### config.mk
export PLATFORM = sky130hd
export DESIGN_NAME = fifo_wr_arbiter
export DESIGN_NICKNAME = d
export VERILOG_FILES = /design/src/rtl/fifo_arb_pkg.sv /design/src/rtl/rr_pick.sv /design/src/rtl/fifo_wr_arbiter.sv
export SDC_FILE = /design/constraint.sdc
export NUM_CORES = 1
export LEC_CHECK = 0
export BUFFER_PORTS_ARGS = -buffer_cell sky130_fd_sc_hd__buf_2
export CAP_MARGIN = 30
export CORE_MARGIN = 3
export CORE_UTILIZATION = 36
export DETAILED_ROUTE_END_ITERATION = 6
export PLACE_DENSITY = 0.87
export SYNTH_ARGS = -nofsm -noshare
export SYNTH_HDL_FRONTEND = slang
export SYNTH_SLANG_ARGS = --single-unit
### constraint.sdc
create_clock -name clk -period 1.4 [get_ports clk]
set_input_delay 0.21 -clock clk [delete_from_list [all_inputs] [get_ports clk]]
set_output_delay 0.21 -clock clk [all_outputs]
set_load 0.02 [all_outputs]
### src/rtl/fifo_arb_pkg.sv
// Shared types and helpers for the FIFO write-port arbiter.
package fifo_arb_pkg;

  typedef enum logic [1:0] {
    IDLE  = 2'd0,
    GRANT = 2'd1,
    BURST = 2'd2
  } arb_state_t;

  // Beat counter must be able to hold MAX_BURST itself, not just MAX_BURST-1.
  function automatic int beat_cnt_width(input int max_burst);
    return $clog2(max_burst + 1);
  endfunction

endpackage

### src/rtl/rr_pick.sv
// Rotating-priority picker: first set request strictly after i_last, wrapping around.
module rr_pick #(
  parameter  int NUM_REQ   = 4,
  localparam int IDX_WIDTH = $clog2(NUM_REQ)
) (
  input  logic [NUM_REQ-1:0]   i_req,
  input  logic [IDX_WIDTH-1:0] i_last,
  output logic [IDX_WIDTH-1:0] o_idx,
  output logic                 o_any
);

  localparam int PW = IDX_WIDTH + 1;

  logic [PW-1:0] w_pos;

  // Scan from farthest to nearest so the nearest candidate after i_last overwrites the rest.
  always_comb begin
    o_idx = '0;
    o_any = |i_req;
    w_pos = '0;
    for (int k = NUM_REQ; k >= 1; k--) begin
      w_pos = {1'b0, i_last} + PW'(k);
      if (w_pos >= PW'(NUM_REQ)) begin
        w_pos = w_pos - PW'(NUM_REQ);
      end
      if (i_req[w_pos[IDX_WIDTH-1:0]]) begin
        o_idx = w_pos[IDX_WIDTH-1:0];
      end
    end
  end

endmodule

### src/rtl/fifo_wr_arbiter.sv
// Round-robin, burst-locking arbiter sharing one async FIFO write port among NUM_REQ producers.
module fifo_wr_arbiter
  import fifo_arb_pkg::*;
#(
  parameter  int NUM_REQ    = 4,
  parameter  int DATA_WIDTH = 8,
  parameter  int MAX_BURST  = 4,
  localparam int IDX_WIDTH  = $clog2(NUM_REQ),
  localparam int CNT_WIDTH  = beat_cnt_width(MAX_BURST)
) (
  input  logic                          clk,
  input  logic                          rst,
  input  logic [NUM_REQ-1:0]            req_valid,
  input  logic [NUM_REQ-1:0]            req_last,
  input  logic [NUM_REQ*DATA_WIDTH-1:0] req_data,
  output logic [NUM_REQ-1:0]            req_ready,
  input  logic                          wfull,
  output logic                          winc,
  output logic [DATA_WIDTH-1:0]         wdata,
  output logic [IDX_WIDTH-1:0]          grant_idx,
  output logic                          busy,
  output logic [1:0]                    dbg_state,
  output logic [CNT_WIDTH-1:0]          dbg_beat_cnt
);

  arb_state_t           r_state;
  logic [IDX_WIDTH-1:0] r_grant_idx;
  logic [IDX_WIDTH-1:0] r_rr_last;
  logic [CNT_WIDTH-1:0] r_beat_cnt;
  logic                 r_busy;

  logic [IDX_WIDTH-1:0] w_winner;
  logic                 w_any;
  logic                 w_xfer;
  logic                 w_owner_valid;
  logic                 w_owner_last;
  logic                 w_accept;
  logic [CNT_WIDTH-1:0] w_cnt_next;
  logic                 w_release;

  rr_pick #(
    .NUM_REQ (NUM_REQ)
  ) u_pick (
    .i_req  (req_valid),
    .i_last (r_rr_last),
    .o_idx  (w_winner),
    .o_any  (w_any)
  );

  // Handshake: a beat moves when req_valid[i] && req_ready[i]; ready only ever goes to the
  // owner in BURST and only while the FIFO is not full, so winc mirrors exactly that transfer.
  assign w_xfer        = (r_state == BURST) && !rst;
  assign w_owner_valid = req_valid[r_grant_idx];
  assign w_owner_last  = req_last[r_grant_idx];
  assign w_accept      = w_xfer && w_owner_valid && !wfull;
  assign w_cnt_next    = r_beat_cnt + CNT_WIDTH'(1);

  // Cap and last-beat releases coincide harmlessly: both just end the burst this cycle.
  assign w_release = !w_owner_valid ||
                     (w_accept && (w_owner_last || (w_cnt_next == CNT_WIDTH'(MAX_BURST))));

  always_comb begin
    req_ready = '0;
    if (w_xfer && !wfull) begin
      req_ready[r_grant_idx] = 1'b1;
    end
  end

  assign winc         = w_accept;
  assign wdata        = req_data[r_grant_idx*DATA_WIDTH +: DATA_WIDTH];
  assign grant_idx    = r_grant_idx;
  assign busy         = r_busy;
  assign dbg_state    = r_state;
  assign dbg_beat_cnt = r_beat_cnt;

  always_ff @(posedge clk) begin
    if (rst) begin
      r_state     <= IDLE;
      r_busy      <= 1'b0;
      r_grant_idx <= '0;
      r_beat_cnt  <= '0;
      r_rr_last   <= IDX_WIDTH'(NUM_REQ - 1);
    end else begin
      unique case (r_state)
        IDLE: begin
          if (w_any) begin
            r_grant_idx <= w_winner;
            r_rr_last   <= w_winner;
            r_busy      <= 1'b1;
            r_state     <= GRANT;
          end
        end
        GRANT: begin
          r_beat_cnt <= '0;
          r_state    <= BURST;
        end
        BURST: begin
          if (w_accept) begin
            r_beat_cnt <= w_cnt_next;
          end
          if (w_release) begin
            r_busy  <= 1'b0;
            r_state <= IDLE;
          end
        end
        default: begin
          r_busy  <= 1'b0;
          r_state <= IDLE;
        end
      endcase
    end
  end

endmodule

**After elaboration in Yosys (flattened, before gate mapping)**

Cells that the tools add are included.

- Add/subtract/negate cells: 9
- Magnitude comparators: 10
- Equality and inequality tests: 6
- Shift operators: 1
- Muxes and demuxes: 31
- Bitwise logic cells: 1
- Reduce and logical (&&, ||, !) cells: 18

Operator list:

| operator | number |
|---|---|
| 32-bit by 6-bit indexed part select with 8-bit output | 1 |
| 2-bit two-way mux | 10 |
| 2-bit by 3-bit < comparator with 1-bit output, second input constant | 5 |
| 1-bit binary-select mux with 2-bit select | 6 |
| 3-bit >= comparator, second input constant | 4 |
| 1-bit two-way mux | 9 |
| 2-bit by 1-bit subtractor with 2-bit output, second input constant | 4 |
| 2-bit by 2-bit adder with 3-bit output, second input constant | 2 |
| 1-bit logical AND | 6 |
| 2-bit case mux with 3 select lines | 1 |
| 3-bit case mux with 2 select lines | 1 |
| 2-bit AND reduction | 3 |
| 4-bit two-way mux | 1 |
| 2-bit != test, second input constant | 2 |
| 4-bit OR reduction | 1 |
| 2-bit by 1-bit adder with 3-bit output, second input constant | 1 |
| 2-bit by 3-bit adder with 3-bit output, second input constant | 1 |
| 3-bit by 1-bit adder with 3-bit output, second input constant | 1 |
| 3-bit equality test, second input constant | 1 |
| 1-bit logical NOT | 3 |
| 3-bit two-way mux | 1 |
| 1-bit case mux with 3 select lines | 1 |
| 3-bit AND reduction | 1 |
| 1-bit demux with 2-bit select | 1 |
| 8 further kinds | 9 |

- Register bits after elaboration: 10
- Bits of input ports: 43

**Depth between registers and ports, before layout**

Gate-level depths: netlist (run 1).

- Depth after elaboration: 9
- Depth in mapped cells: 5

**Cells and area by module**

From an unflattened synthesis (run 1), not the netlist that was laid out.

- Cells, all modules: 85
- Area, all modules: 862.1 um^2

Modules (own cells, without submodules):

| module | instances | cells each | area an instance (um^2) |
|---|---|---|---|
| fifo_wr_arbiter | 1 | 71 | 770.7 |
| rr_pick | 1 | 14 | 91.3 |

**Worst setup path after synthesis (run 1)**

OpenSTA, ideal clock, no wires.

- Kind: register -> output
- From: reg r_state[1] (netlist: dbg_state[1])
- To: out req_ready[2]
- Arrival: 1.744 ns
- Slack: -0.554 ns
- Cell stages (with the launch flop): 4
- Buffers on the path: 0
- Path through: dfxtp_1 -> inv_1 -> or4_1 -> nor3b_1

- Word-level cells in the longest chain between the ends: 4

RTL lines:

| item | RTL line | source |
|---|---|---|
| start: declaration | fifo_wr_arbiter.sv:26 | `arb_state_t r_state;` |
| start signal: assignment | fifo_wr_arbiter.sv:78 | `r_state <= IDLE;` |
| start signal: assignment | fifo_wr_arbiter.sv:90 | `r_state <= GRANT;` |
| start signal: assignment | fifo_wr_arbiter.sv:95 | `r_state <= BURST;` |
| 2-bit equality test | fifo_wr_arbiter.sv:52 | `assign w_xfer = (r_state == BURST) && !rst;` |
| 1-bit logical AND | fifo_wr_arbiter.sv:52 |  |
| 1-bit logical AND | fifo_wr_arbiter.sv:64 | `if (w_xfer && !wfull) begin` |
| 4-bit two-way mux | fifo_wr_arbiter.sv:64 |  |
| end: declaration | fifo_wr_arbiter.sv:16 | `output logic [NUM_REQ-1:0] req_ready,` |

Every way passes these cells.

**Final worst setup path (run 1)**

- From: reg r_state[0] (netlist: dbg_state[0])
- To: out req_ready[2]

Same word-level chain as after synthesis.

==> flow_metrics.env, run 1 <==
export IMPL_die_w_um=54.69
export IMPL_min_path_type="in -> reg"
export IMPL_final_common_cell="buf_2"
export IMPL_final_cells=208
export IMPL_fmax_mhz=581.0
export IMPL_core_area_um2=2233
export IMPL_initial_utilization=0.3821
export IMPL_ys_ff_latch=10
export IMPL_report_final_slew_viol_count=0
export IMPL_die_height_um=54.69
export IMPL_yosysWarnings=0
export IMPL_hold_viol_final=0
export IMPL_path_class="reg -> out"
export IMPL_clkSlewWorstSetupHoldPaths_ns=0.08
export IMPL_arrival_ns=1.51
export IMPL_crit_path_top_delay_cell="or4_4"
export IMPL_status="finished, violations left"
export IMPL_setup_violations_final=20
export IMPL_ios=64
export IMPL_nets=226
export IMPL_drv_cap=0
export IMPL_synth_nets=130
export IMPL_grt_pass1_vias=1213
export IMPL_synth_avg_cell_area_um2=10.04
export IMPL_clock_path_buffers=2
export IMPL_ir_drop_mv=0.6111
export IMPL_drt_first_iter_violations=29
export IMPL_grt_use_total=0.2641
export IMPL_dp_hpwl_um=2745
export IMPL_cts_root_buf="clkbuf_4"
export IMPL_setup_worst_path_start_class="register"
export IMPL_rows=17
export IMPL_whs_ns=0.2970
export IMPL_synth_cell_types=37
export IMPL_tightest_slew_ns=0.7467
export IMPL_layout_common_cells="buf_2 (54), buf_4 (25), buf_6 (15)"
export IMPL_place_gp_congestion=0.9219
export IMPL_synth_flop_cell="dfxtp_1"
export IMPL_cts_sinks=10
export IMPL_grt_max_degree=10
export IMPL_fin_crit_sh=1.229
export IMPL_hold_buffers=0
export IMPL_min_path_cells=3
export IMPL_critical_path_peak_fanout=3
export IMPL_dieArea_um2=2990
export IMPL_syn_area_um2=853.3
export IMPL_ant_nets=0
export IMPL_fin_ws_ns=-0.3211
export IMPL_violations="negative setup slack"
export IMPL_r2r_start="grant_idx[0]"
export IMPL_register_area_um2=214.0
export IMPL_cp_slowest_stage_delay_ns=0.56
export IMPL_ys_async_sr_fraction=0
export IMPL_diodes=0
export IMPL_grt_setup_unrepaired="true"
export IMPL_gr_total_overflow=0
export IMPL_vias=1171
export IMPL_first_pass_iters=4
export IMPL_r2r_cells=6
export IMPL_path_buf_inv=1
export IMPL_pwr_density_cell_nw_per_um2=875.9
export IMPL_skew_ns=0.0007402
export IMPL_routed_wl_um=3672
export IMPL_area_growth_pct=97.51
export IMPL_power_mw=1.476
export IMPL_critical_path_depth=3
export IMPL_max_slew_margin=0.4976
export IMPL_grt_pass1_wl_um=5485
export IMPL_multiInputGateArea_um2=734.5
export IMPL_drcViolationCount=0
export IMPL_htreeDepth=1
export IMPL_io_buffers=63
export IMPL_drive_above_1_share=0.7556
export IMPL_period_needed_ns=1.721
export IMPL_cts_tree="yes"
export IMPL_r2r_end="dbg_beat_cnt[1]"
export IMPL_place_inst=192
export IMPL_synth_edf_count=0
export IMPL_postSynthCellCount=85
export IMPL_cts_buffers_inserted=3
export IMPL_nFillCells=156
export IMPL_p_leak_nw=0.7980
export IMPL_antenna_found_initial=0
export IMPL_clock_latency_ns=0.27
export IMPL_routed_via_density=5.630
export IMPL_crit_required_ns=1.19
export IMPL_synth_seq_area_share=0.2346
export IMPL_crit_end="req_ready[2]"
export IMPL_r2r_slack_ns=-0.27
export IMPL_path_cells="or4_4, nor3b_4, buf_6"
export IMPL_critPathLaunch="dbg_state[0]"
export IMPL_cp_top_family="simple AND/OR/NAND/NOR gates"
export IMPL_cp_end_kind="output pin"
export IMPL_drt_wirelength_per_cell_um=17.65
-- stage by stage --
stage	instance area, um2	setup slack [ns]	utilization	setup TNS (ns)
global placement	1391	-0.08368	0.6230	-0.6783
CTS	1624	-0.3281	0.7272	-5.043
global route	1685	-0.3745	0.7546	-5.880
detailed placement	1391	-0.1807	0.6230	-1.237
floorplan	915.9	-0.1889	-	-1.515
finish	1685	-0.3211	0.7546	-4.874
-- tightest hold or removal path, cell delays in order --
cell,delay (ns)
buf_2,0.14
buf_4,0.15
a21oi_1,0.04
-- layer usage --
layer	up-vias	routed length, um	global-route usage
met2	58	2082	0.5138
met1	571	1215	0.2334
met5	-	0	0
met3	12	287	0.07084
met4	0	87	0.1618
li1	530	-	-
-- Yosys cell counts (2+ instances only) --
master,count,area (um2)
nor3b_1,2,15.01
mux4_1,4,105.1
nor2_1,7,26.28
nor3_1,2,10.01
nor4_1,2,12.51
and3_1,3,18.77
clkbuf_1,2,7.510
dfxtp_1,10,200.2
nand3_1,2,10.01
a21oi_1,5,25.02
mux4_2,6,135.1
ha_1,2,25.02
a21o_1,2,15.01
nand2b_1,3,18.77
nand2_1,5,18.77
o21ai_0,3,15.01
inv_1,5,18.77
-- what timing repair did --
action	in CTS	in global routing
pin swaps	10	5
resized for setup	32	18
setup endpoints to repair	19	22
setup buffers	11	1
-- power breakdown --
part | switching [mW] | total [mW] | internal [mW]
combinational | 0.381 | 0.830 | 0.449
clock | 0.115 | 0.273 | 0.158
sequential | 0.0510 | 0.373 | 0.322
total | 0.547 | 1.48 | 0.929
-- how the worst min path moves through the flow --
stage                         start               to  slack [ns]
CTS                             rst     dbg_state[1]        0.27
global route                    rst     dbg_state[1]        0.29
detailed placement  dbg_beat_cnt[0]  dbg_beat_cnt[0]        0.53
finish                          rst     dbg_state[1]        0.30
floorplan                       rst  dbg_beat_cnt[2]        0.42
global placement               busy             busy        0.51
-- flip-flops by register name (all words and copies together) (netlist names) --
name,flops
dbg_beat_cnt,3
r_rr_last,2
dbg_state,2
grant_idx,2
busy,1
-- area by class of cell --
cell class / instances / area share
tap: 28 / 0.02079
inverter: 5 / 0.01114
multi-input combinational: 66 / 0.4358
sequential: 10 / 0.1269
timing repair buffer: 95 / 0.3838
clock buffer: 4 / 0.02153
-- logic make-up after synthesis --
kind of cell | synth area share
AND/OR/NAND/NOR | 0.2346
XOR/XNOR | 0.01027
multiplexers | 0.2815
AO/OA/AOI/OAI | 0.1598
flip-flops | 0.2346
adder cells (fa/ha/maj) | 0.02932
buffers and inverters | 0.04985
Note: power is estimated with default switching activity, not from simulation.
==> run 2: changes to the inputs <==
- PLACE_DENSITY: 0.87 -> 0.78
- SYNTH_HIERARCHICAL: default -> 1
==> run 2 against run 1 <==
- the run still ends with negative setup slack left
- largest power group unchanged
- largest cell class unchanged
- synthesized cell count did not move
- core utilization fell by 12 points
- first-iteration DRC count fell by 17%
==> flow_metrics.env, run 2 <==
export IMPL_ys_ff_latch=10
export IMPL_nFillCells=202
export IMPL_gr_total_overflow=0
export IMPL_nets=206
export IMPL_routed_via_density=5.362
export IMPL_io_buffers=63
export IMPL_drive_above_1_share=0.6313
export IMPL_drv_cap=0
export IMPL_drt_wirelength_per_cell_um=14.41
export IMPL_setup_violations_final=16
export IMPL_cts_sinks=10
export IMPL_first_pass_iters=4
export IMPL_cts_tree="yes"
export IMPL_synth_nets=130
export IMPL_synth_avg_cell_area_um2=10.14
export IMPL_place_gp_congestion=0.7433
export IMPL_critical_path_peak_fanout=5
export IMPL_grt_pass1_wl_um=3850
export IMPL_hold_buffers=0
export IMPL_report_final_slew_viol_count=0
export IMPL_drcViolationCount=0
export IMPL_synth_cell_types=32
export IMPL_yosysTopAreaCell="dfxtp_1"
export IMPL_tightest_slew_ns=0.3055
export IMPL_ys_async_sr_fraction=0
export IMPL_routed_wl_um=2709
export IMPL_wl_met2_um=1321
export IMPL_skew_ns=0.006770
export IMPL_cts_buffers_inserted=3
export IMPL_die_height_um=54.94
export IMPL_netlist_area_leader_share=0.2322
export IMPL_clock_path_buffers=2
export IMPL_synthTopCellsByArea="dfxtp_1 (23%), mux4_2 (16%), mux4_1 (12%)"
export IMPL_r2r_cells=4
export IMPL_grt_pass1_vias=938
export IMPL_place_inst=182
export IMPL_largest_reg_flops=3
export IMPL_status="finished, violations left"
export IMPL_arrival_ns=1.45
export IMPL_hold_viol_final=0
export IMPL_crit_required_ns=1.19
export IMPL_die_w_um=54.94
export IMPL_path_class="reg -> out"
export IMPL_final_common_cell="buf_2"
export IMPL_p_leak_nw=0.7083
export IMPL_pwr_density_cell_nw_per_um2=821.0
export IMPL_fin_ws_ns=-0.2590
export IMPL_clock_latency_ns=0.26
export IMPL_htreeDepth=1
export IMPL_dieArea_um2=3018
export IMPL_clkSlewWorstSetupHoldPaths_ns=0.07
export IMPL_grt_setup_unrepaired="true"
export IMPL_postSynthCellCount=85
export IMPL_layout_common_cells="buf_2 (50), buf_6 (14), mux4_2 (10), buf_4 (10), nand2_1 (9)"
export IMPL_yosysWarnings=6
export IMPL_final_cells=188
export IMPL_grt_use_total=0.1760
export IMPL_dp_hpwl_um=2119
export IMPL_area_growth_pct=65.17
export IMPL_ir_drop_mv=0.8623
export IMPL_period_needed_ns=1.659
export IMPL_topRoutingLayerUsed="met4"
export IMPL_fin_crit_sh=1.185
export IMPL_fin_util=0.6375
export IMPL_placed_cell_area_um2=1301
export IMPL_setup_worst_path_start_class="register"
export IMPL_drt_first_iter_violations=24
export IMPL_wl_met1_um=1064
export IMPL_power_mw=1.169
export IMPL_ys_top_cells_by_count="dfxtp_1 (10), nand2_1 (10), a21oi_1 (6), mux4_2 (6), nor2_1 (6)"
export IMPL_cp_end_kind="output pin"
export IMPL_whs_ns=0.3379
export IMPL_rows=17
export IMPL_ios=64
export IMPL_fin_area_um2=1424
export IMPL_dr_wl_met3_um=261
export IMPL_synth_flop_cell="dfxtp_1"
export IMPL_grt_max_degree=14
export IMPL_synth_edf_count=0
export IMPL_violations="negative setup slack"
export IMPL_min_path_type="in -> reg"
export IMPL_antenna_found_initial=0
export IMPL_initial_utilization=0.3860
export IMPL_fmax_mhz=602.8
export IMPL_synth_seq_area_share=0.2322
export IMPL_max_slew_margin=0.7959
export IMPL_syn_area_um2=862.1
export IMPL_diodes=0
export IMPL_core_area_um2=2233
export IMPL_cts_root_buf="clkbuf_4"
export IMPL_ant_nets=0
export IMPL_min_path_cells=3
export IMPL_vias=1008
-- run 2: worst paths after layout --
check                       start               to  slack (ns)
setup / recovery     grant_idx[0]             winc       -0.26
hold / removal                rst     grant_idx[0]        0.34
hold reg to reg   dbg_beat_cnt[2]  dbg_beat_cnt[2]        0.52
setup reg to reg     grant_idx[0]     dbg_state[1]       -0.12
-- run 2: stage by stage --
step                 TNS [ns]  worst slack [ns]
floorplan             -0.3164          -0.06632
global placement    -0.006872         -0.006025
detailed placement   -0.04730          -0.01664
CTS                    -2.832           -0.2515
global route           -3.718           -0.3038
finish                 -2.809           -0.2590
-- run 2: cells by family after synthesis --
family,Yosys count,share of synthesized area
compound gates,15,0.1277
xor+xnor,1,0.01016
fa+ha+maj,2,0.02902
buf+inv,8,0.04498
flops,10,0.2322
mux,14,0.3251
simple gates,35,0.2308
-- run 2: layer usage --
metal,track usage,vias to the layer above
li1,-,468
met1,0.1977,468
met2,0.3327,64
met3,0.02681,8
met4,0.06073,0
met5,0,-
-- run 2: area by class of cell --
cell class,instances,area (um2),share of cell area
repair buffers,75,503.0,0.3532
clock buffers,4,26.28,0.01845
flip-flops and latches,10,206.4,0.1450
multi-input cells,67,638.1,0.4482
well taps,28,35.03,0.02460
inverters,4,15.01,0.01054
-- run 2: worst max-delay path: stages, from the launching register on --
cell and delay (ns):
dfxtp_4 0.39, mux4_2 0.53, nand2_2 0.11, inv_2 0.04
buf_6 0.12
-- run 2: timing repair --
action,in CTS,in global routing
setup endpoints to repair,17,18
pin swaps,2,1
buffers inserted,2,1
gates resized for setup,27,6
-- run 2: power breakdown --
| part | internal [mW] | leakage (nW) | switching (mW) |
|---|---|---|---|
| Combinational | 0.328 | 0.610 | 0.275 |
| Sequential | 0.318 | 0.0837 | 0.0398 |
| Clock | 0.110 | 0.0150 | 0.0984 |
